File: src/rtl/dmem_stream_port.sv
// Memory-mapped TX/RX stream FIFOs on the core's data bus (16-byte window at BASE_ADDR).
// Optional registered interrupt is built when DMEM_STREAM_IRQ_EN is defined; otherwise irq is tied low.
module dmem_stream_port #(
    parameter logic [9:0] BASE_ADDR = 10'h3F0,
    parameter int         DEPTH     = 8
) (
    input  logic        CLK,
    input  logic        RST,
    input  logic [9:0]  daddr,
    input  logic [31:0] ddata_w,
    input  logic        d_w,
    input  logic        d_r,
    output logic [31:0] ddata_r,
    output logic        sel,
    output logic [31:0] tx_data,
    output logic        tx_valid,
    input  logic        tx_ready,
    input  logic [31:0] rx_data,
    input  logic        rx_valid,
    output logic        rx_ready,
    output logic        irq
);
    localparam int AW = $clog2(DEPTH);
    localparam int CW = AW + 1;

    // Stream handshakes: a word moves on a rising edge where valid && ready;
    // valid never waits for ready, and ready reflects only registered FIFO state.
    logic [31:0]   tx_mem [DEPTH];
    logic [31:0]   rx_mem [DEPTH];
    logic [AW-1:0] tx_wr, tx_rd, rx_wr, rx_rd;
    logic [CW-1:0] tx_count, rx_count;
    logic          tx_ovf, rx_unf, ie;

    logic          tx_full, tx_empty, rx_full, rx_empty;
    logic [1:0]    off;
    logic          bus_wr, bus_rd, flush, clr_flags, ctrl_wr;
    logic          tx_push_req, tx_pop, tx_push, tx_ovf_evt;
    logic          rx_pop_req, rx_pop, rx_push, rx_unf_evt;
    logic [31:0]   status;
    logic          unused_addr_bits;

    assign sel      = (daddr[9:4] == BASE_ADDR[9:4]);
    assign off      = daddr[3:2];
    assign bus_wr   = sel && d_w;
    assign bus_rd   = sel && d_r;
    assign unused_addr_bits = ^daddr[1:0];

    assign tx_full  = (tx_count == CW'(DEPTH));
    assign tx_empty = (tx_count == '0);
    assign rx_full  = (rx_count == CW'(DEPTH));
    assign rx_empty = (rx_count == '0);

    assign ctrl_wr   = bus_wr && (off == 2'd3);
    assign flush     = ctrl_wr && ddata_w[0];
    assign clr_flags = ctrl_wr && ddata_w[2];

    // A push into a full TX FIFO still fits when the head leaves on the same edge.
    assign tx_valid    = !tx_empty;
    assign tx_pop      = tx_valid && tx_ready;
    assign tx_push_req = bus_wr && (off == 2'd0);
    assign tx_push     = tx_push_req && (!tx_full || tx_pop);
    assign tx_ovf_evt  = tx_push_req && tx_full && !tx_pop;
    assign tx_data     = tx_empty ? 32'h0 : tx_mem[tx_rd];

    assign rx_ready    = !rx_full;
    assign rx_push     = rx_valid && rx_ready;
    assign rx_pop_req  = bus_rd && (off == 2'd1);
    assign rx_pop      = rx_pop_req && !rx_empty;
    assign rx_unf_evt  = rx_pop_req && rx_empty;

    assign status = {8'h00, 8'(rx_count), 8'(tx_count), 2'b00,
                     rx_unf, tx_ovf, rx_empty, rx_full, tx_empty, tx_full};

    always_comb begin
        ddata_r = 32'h0;
        if (bus_rd) begin
            case (off)
                2'd1:    ddata_r = rx_empty ? 32'h0 : rx_mem[rx_rd];
                2'd2:    ddata_r = status;
                2'd3:    ddata_r = {30'b0, ie, 1'b0};
                default: ddata_r = 32'h0;
            endcase
        end
    end

    // Storage is deliberately not reset; emptiness is tracked by the counts.
    always_ff @(posedge CLK) begin
        if (!RST && !flush && tx_push) tx_mem[tx_wr] <= ddata_w;
        if (!RST && !flush && rx_push) rx_mem[rx_wr] <= rx_data;
    end

    always_ff @(posedge CLK) begin
        if (RST || flush) begin
            tx_wr    <= '0;
            tx_rd    <= '0;
            tx_count <= '0;
            rx_wr    <= '0;
            rx_rd    <= '0;
            rx_count <= '0;
        end else begin
            if (tx_push) tx_wr <= tx_wr + AW'(1);
            if (tx_pop)  tx_rd <= tx_rd + AW'(1);
            if (tx_push && !tx_pop)      tx_count <= tx_count + CW'(1);
            else if (tx_pop && !tx_push) tx_count <= tx_count - CW'(1);

            if (rx_push) rx_wr <= rx_wr + AW'(1);
            if (rx_pop)  rx_rd <= rx_rd + AW'(1);
            if (rx_push && !rx_pop)      rx_count <= rx_count + CW'(1);
            else if (rx_pop && !rx_push) rx_count <= rx_count - CW'(1);
        end
    end

    // Sticky flags: a set event on the same edge as a clear keeps the flag high.
    always_ff @(posedge CLK) begin
        if (RST) begin
            tx_ovf <= 1'b0;
            rx_unf <= 1'b0;
            ie     <= 1'b0;
        end else begin
            if (tx_ovf_evt)     tx_ovf <= 1'b1;
            else if (clr_flags) tx_ovf <= 1'b0;
            if (rx_unf_evt)     rx_unf <= 1'b1;
            else if (clr_flags) rx_unf <= 1'b0;
            if (ctrl_wr)        ie     <= ddata_w[1];
        end
    end

`ifdef DMEM_STREAM_IRQ_EN
    always_ff @(posedge CLK) begin
        if (RST) irq <= 1'b0;
        else     irq <= ie && (!rx_empty || tx_empty);
    end
`else
    assign irq = 1'b0;
`endif

endmodule

File: config.mk
export PLATFORM = sky130hd
export DESIGN_NAME = dmem_stream_port
export DESIGN_NICKNAME = d
export VERILOG_FILES = /design/src/rtl/dmem_stream_port.sv
export SDC_FILE = /design/constraint.sdc
export NUM_CORES = 1
export LEC_CHECK = 0
export BUFFER_PORTS_ARGS = -buffer_cell sky130_fd_sc_hd__buf_4
export CAP_MARGIN = 15
export CORE_MARGIN = 2
export CORE_UTILIZATION = 50
export DETAILED_ROUTE_END_ITERATION = 8
export PLACE_DENSITY = 0.68
export SLEW_MARGIN = 20
export SYNTH_ARGS = -nofsm -noshare
export SYNTH_HDL_FRONTEND = slang
export SYNTH_SLANG_ARGS = --single-unit
File: constraint.sdc
create_clock -name CLK -period 5.3 [get_ports CLK]
set_clock_uncertainty 0.2 [all_clocks]
set_input_delay 0 -clock CLK [delete_from_list [all_inputs] [get_ports CLK]]
set_output_delay 0 -clock CLK [all_outputs]
set_load 0.02 [all_outputs]
==> summary.txt <==
largest net degree at the start of global routing -> 47
status -> finished clean
vias in the first global route -> 10,993
Pre-Repair DR Iteration Count -> 5
ys async rst share -> 0
dominant cell type by area after synthesis -> edfxtp_1
Port Buffers -> 144
worst hold path type -> input port to register
layout cells sized above 1 -> 0.2932
top-area cell type share of the netlist area -> 0.7298
library cells used by synthesis -> 51
Final Hold Viols -> 0
Int Pwr -> 7548 uW
sw frac -> 0.2483
clock sinks -> 541
DR vias -> 10,441
Post-DP HPWL -> 22,590 um
YS warnings -> 0
Worst Tran Pin Value -> 931.5 ps
CTS buffer count -> 53
most frequent cells in the layout -> 512 x edfxtp_1, 167 x buf_4, 140 x dlygate4sd3_1
Post-Layout Inst Area -> 25,920 um2
Cells after Synth -> 999
CP Data Arrival Time -> 3660 ps
maximum clock frequency -> 0.2787 GHz
final setup fails -> 0
root buf cell -> clkbuf_16
Cell Area, Synth -> 21,070 um2
leakage -> 0.008380 uW
first-pass GRT wire length -> 64,600 um
Placed Area -> 22,840 um2
Avg Vias per Cell -> 5.513
most used flip-flop cell after synthesis -> edfxtp_1
Die Wd -> 209.3 um
max-cap violation count -> 0
CTS tree -> yes
share of power burned in registers -> 0.486
total power -> 10,040 uW
Initial Util -> 0.5045
Clock Power Share -> 0.359
nets -> 1,402
max-slew violation count -> 0
Routed Wire Length -> 42,610 um
Critical Path End Type -> register
core area -> 41,760 um2
Post-CTS Setup Inserts -> 0
Seq/Total Area, Yosys -> 0.7574
top cells by area, synth -> edfxtp_1 73%, mux4_2 13%, mux2i_1 3.2%
fin crit share -> 0.6770
Total GRT Usage -> 0.1983
Worst VDD drop -> 0.2589 mV
Rel. slew slack -> 0.3790
H-Tree Depth -> 2
commonest non-fill, non-tap cell in the layout -> edfxtp_1
DR iter-0 viols -> 678
Comb power frac -> 0.155
WP data required -> 5370 ps
Remaining DRCs -> 0
Area Overhead vs Synth -> 23.04%
Pwr Density -> 387.4 nW/um2
EDFF count, synth -> 512
syn_area_per_cell -> 21.09 um2
clk_lat worst skew -> 590 ps
RSZ-0062 raised after global routing -> no
crit-path max FO -> 20
Final ANT Viol Nets -> 0
die area -> 43,790 um2
syn nets -> 1,091
Die Y -> 209.3 um
GPL Wtd Cong -> 0.7550
initial antenna violation count -> 1
CP Class -> input port to register
Final min period -> 3588 ps
CTS clk-pin slew, worst paths -> 60 ps
switching power -> 2493 uW
CP startpoint kind -> input port
per-cell routed wire length -> 22.50 um
total grt overflow -> 0
I/O Pins -> 148
Longest Clk Path Bufs -> 3
num rows -> 75
post-route setup TNS -> 0 ps
post-synthesis register bit count -> 541
==> kinds of logic after synthesis <==
| family | count (synthesis) | synth area share |
|---|---|---|
| xor gates and xnor gates | 9 | 0.003741 |
| buffers and inverters | 59 | 0.01497 |
| and+or+nand+nor | 141 | 0.03231 |
| other | 1 | 0.0001780 |
| adders and majority gates | 12 | 0.007840 |
| AOI/OAI and AO/OA | 40 | 0.01366 |
| muxes | 196 | 0.1699 |
| DFF | 541 | 0.7574 |
==> power groups by stage <==
| stage | clock [uW] | combinational, uW | sequential, uW |
|---|---|---|---|
| after floorplan | 0 | 965 | 4890 |
| after global placement | 0 | 1470 | 4970 |
| after detailed placement | 0 | 1490 | 4980 |
| after CTS | 3680 | 1570 | 4890 |
| after global routing | 3850 | 1680 | 4900 |
| final | 3610 | 1550 | 4880 |
==> state kept, by name, summed over array words and instances, names as in the netlist, named ones only <==
register,count
rx_mem,256
tx_mem,256
rx_count,4
tx_count,4
rx_rd,3
rx_wr,3
tx_rd,3
tx_wr,3
ie,1
rx_unf,1
tx_ovf,1
==> worst paths after layout <==
path	depth (start not counted)	from	end	slack, ps
max	9	ddata_w[0]	rx_mem[3][20]	1710
min	2	rx_data[12]	rx_mem[0][12]	20
max reg2reg	10	rx_count[0]	rx_count[3]	1820
min reg2reg	2	rx_rd[1]	register	280
==> cell usage after synthesis (2+ instances only) <==
cell       instances
nor4_1             3
nor3_1             8
mux4_2           124
ha_1              10
a21o_1             2
nand2b_1           2
nor2_1            81
a32o_1             2
nand3b_1           3
edfxtp_1         512
a21oi_1           13
buf_2             16
xor2_1             5
o21ai_0            2
xnor2_1            4
fa_1               2
clkbuf_1          10
mux4_1             4
buf_6              5
or3_1              2
inv_1              7
dfxtp_1           29
buf_1              9
clkbuf_2           2
nand2_1           11
a211o_1            2
and2_1             3
nor4_4             2
o2bb2ai_1         11
buf_4              9
mux2i_1           67
nand3_1           15
nand4_1            4
==> metrics by stage <==
step                  util  worst slack, ps  hold WS (ps)  instances
floorplan                -            600.7        -127.6        999
global placement    0.5468             1862         4.239       1654
detailed placement  0.5468             1766         8.993       1654
CTS                 0.6206             1715         1.050       1893
global route        0.6207             1575         18.08       1894
finish              0.6207             1712         22.90       1894
==> critical path, stage by stage <==
cell,delay [ps]
dlygate4sd3_1,540
dlygate4sd3_1,570
buf_4,170
nand4_1,90
dlygate4sd3_1,600
o31a_1,200
nand3_1,310
nor2_4,770
buf_4,400
==> layout make-up <==
class                      instances  area [um2]
antenna                            1       2.502
clock buffer                      66        1418
clock inverter                    33       262.8
fill                            2889       15840
inverter                           8       30.03
multi-input combinational        399        4905
sequential                       541       15970
tap                              539       674.4
timing repair buffer             307        2655
==> per-layer routing <==
| layer | GRT usage | share of wire |
|---|---|---|
| met5 | 0 | 0 |
| met4 | 0.06108 | 0.019 |
| met3 | 0.03008 | 0.042 |
| met2 | 0.3551 | 0.53 |
| met1 | 0.2513 | 0.41 |
==> timing repair <==
item	4_1_cts	5_1_grt
resized for setup	0	0
hold endpoints to repair	546	0
hold buffers	140	0
Note: power is estimated with default switching activity, not from simulation.
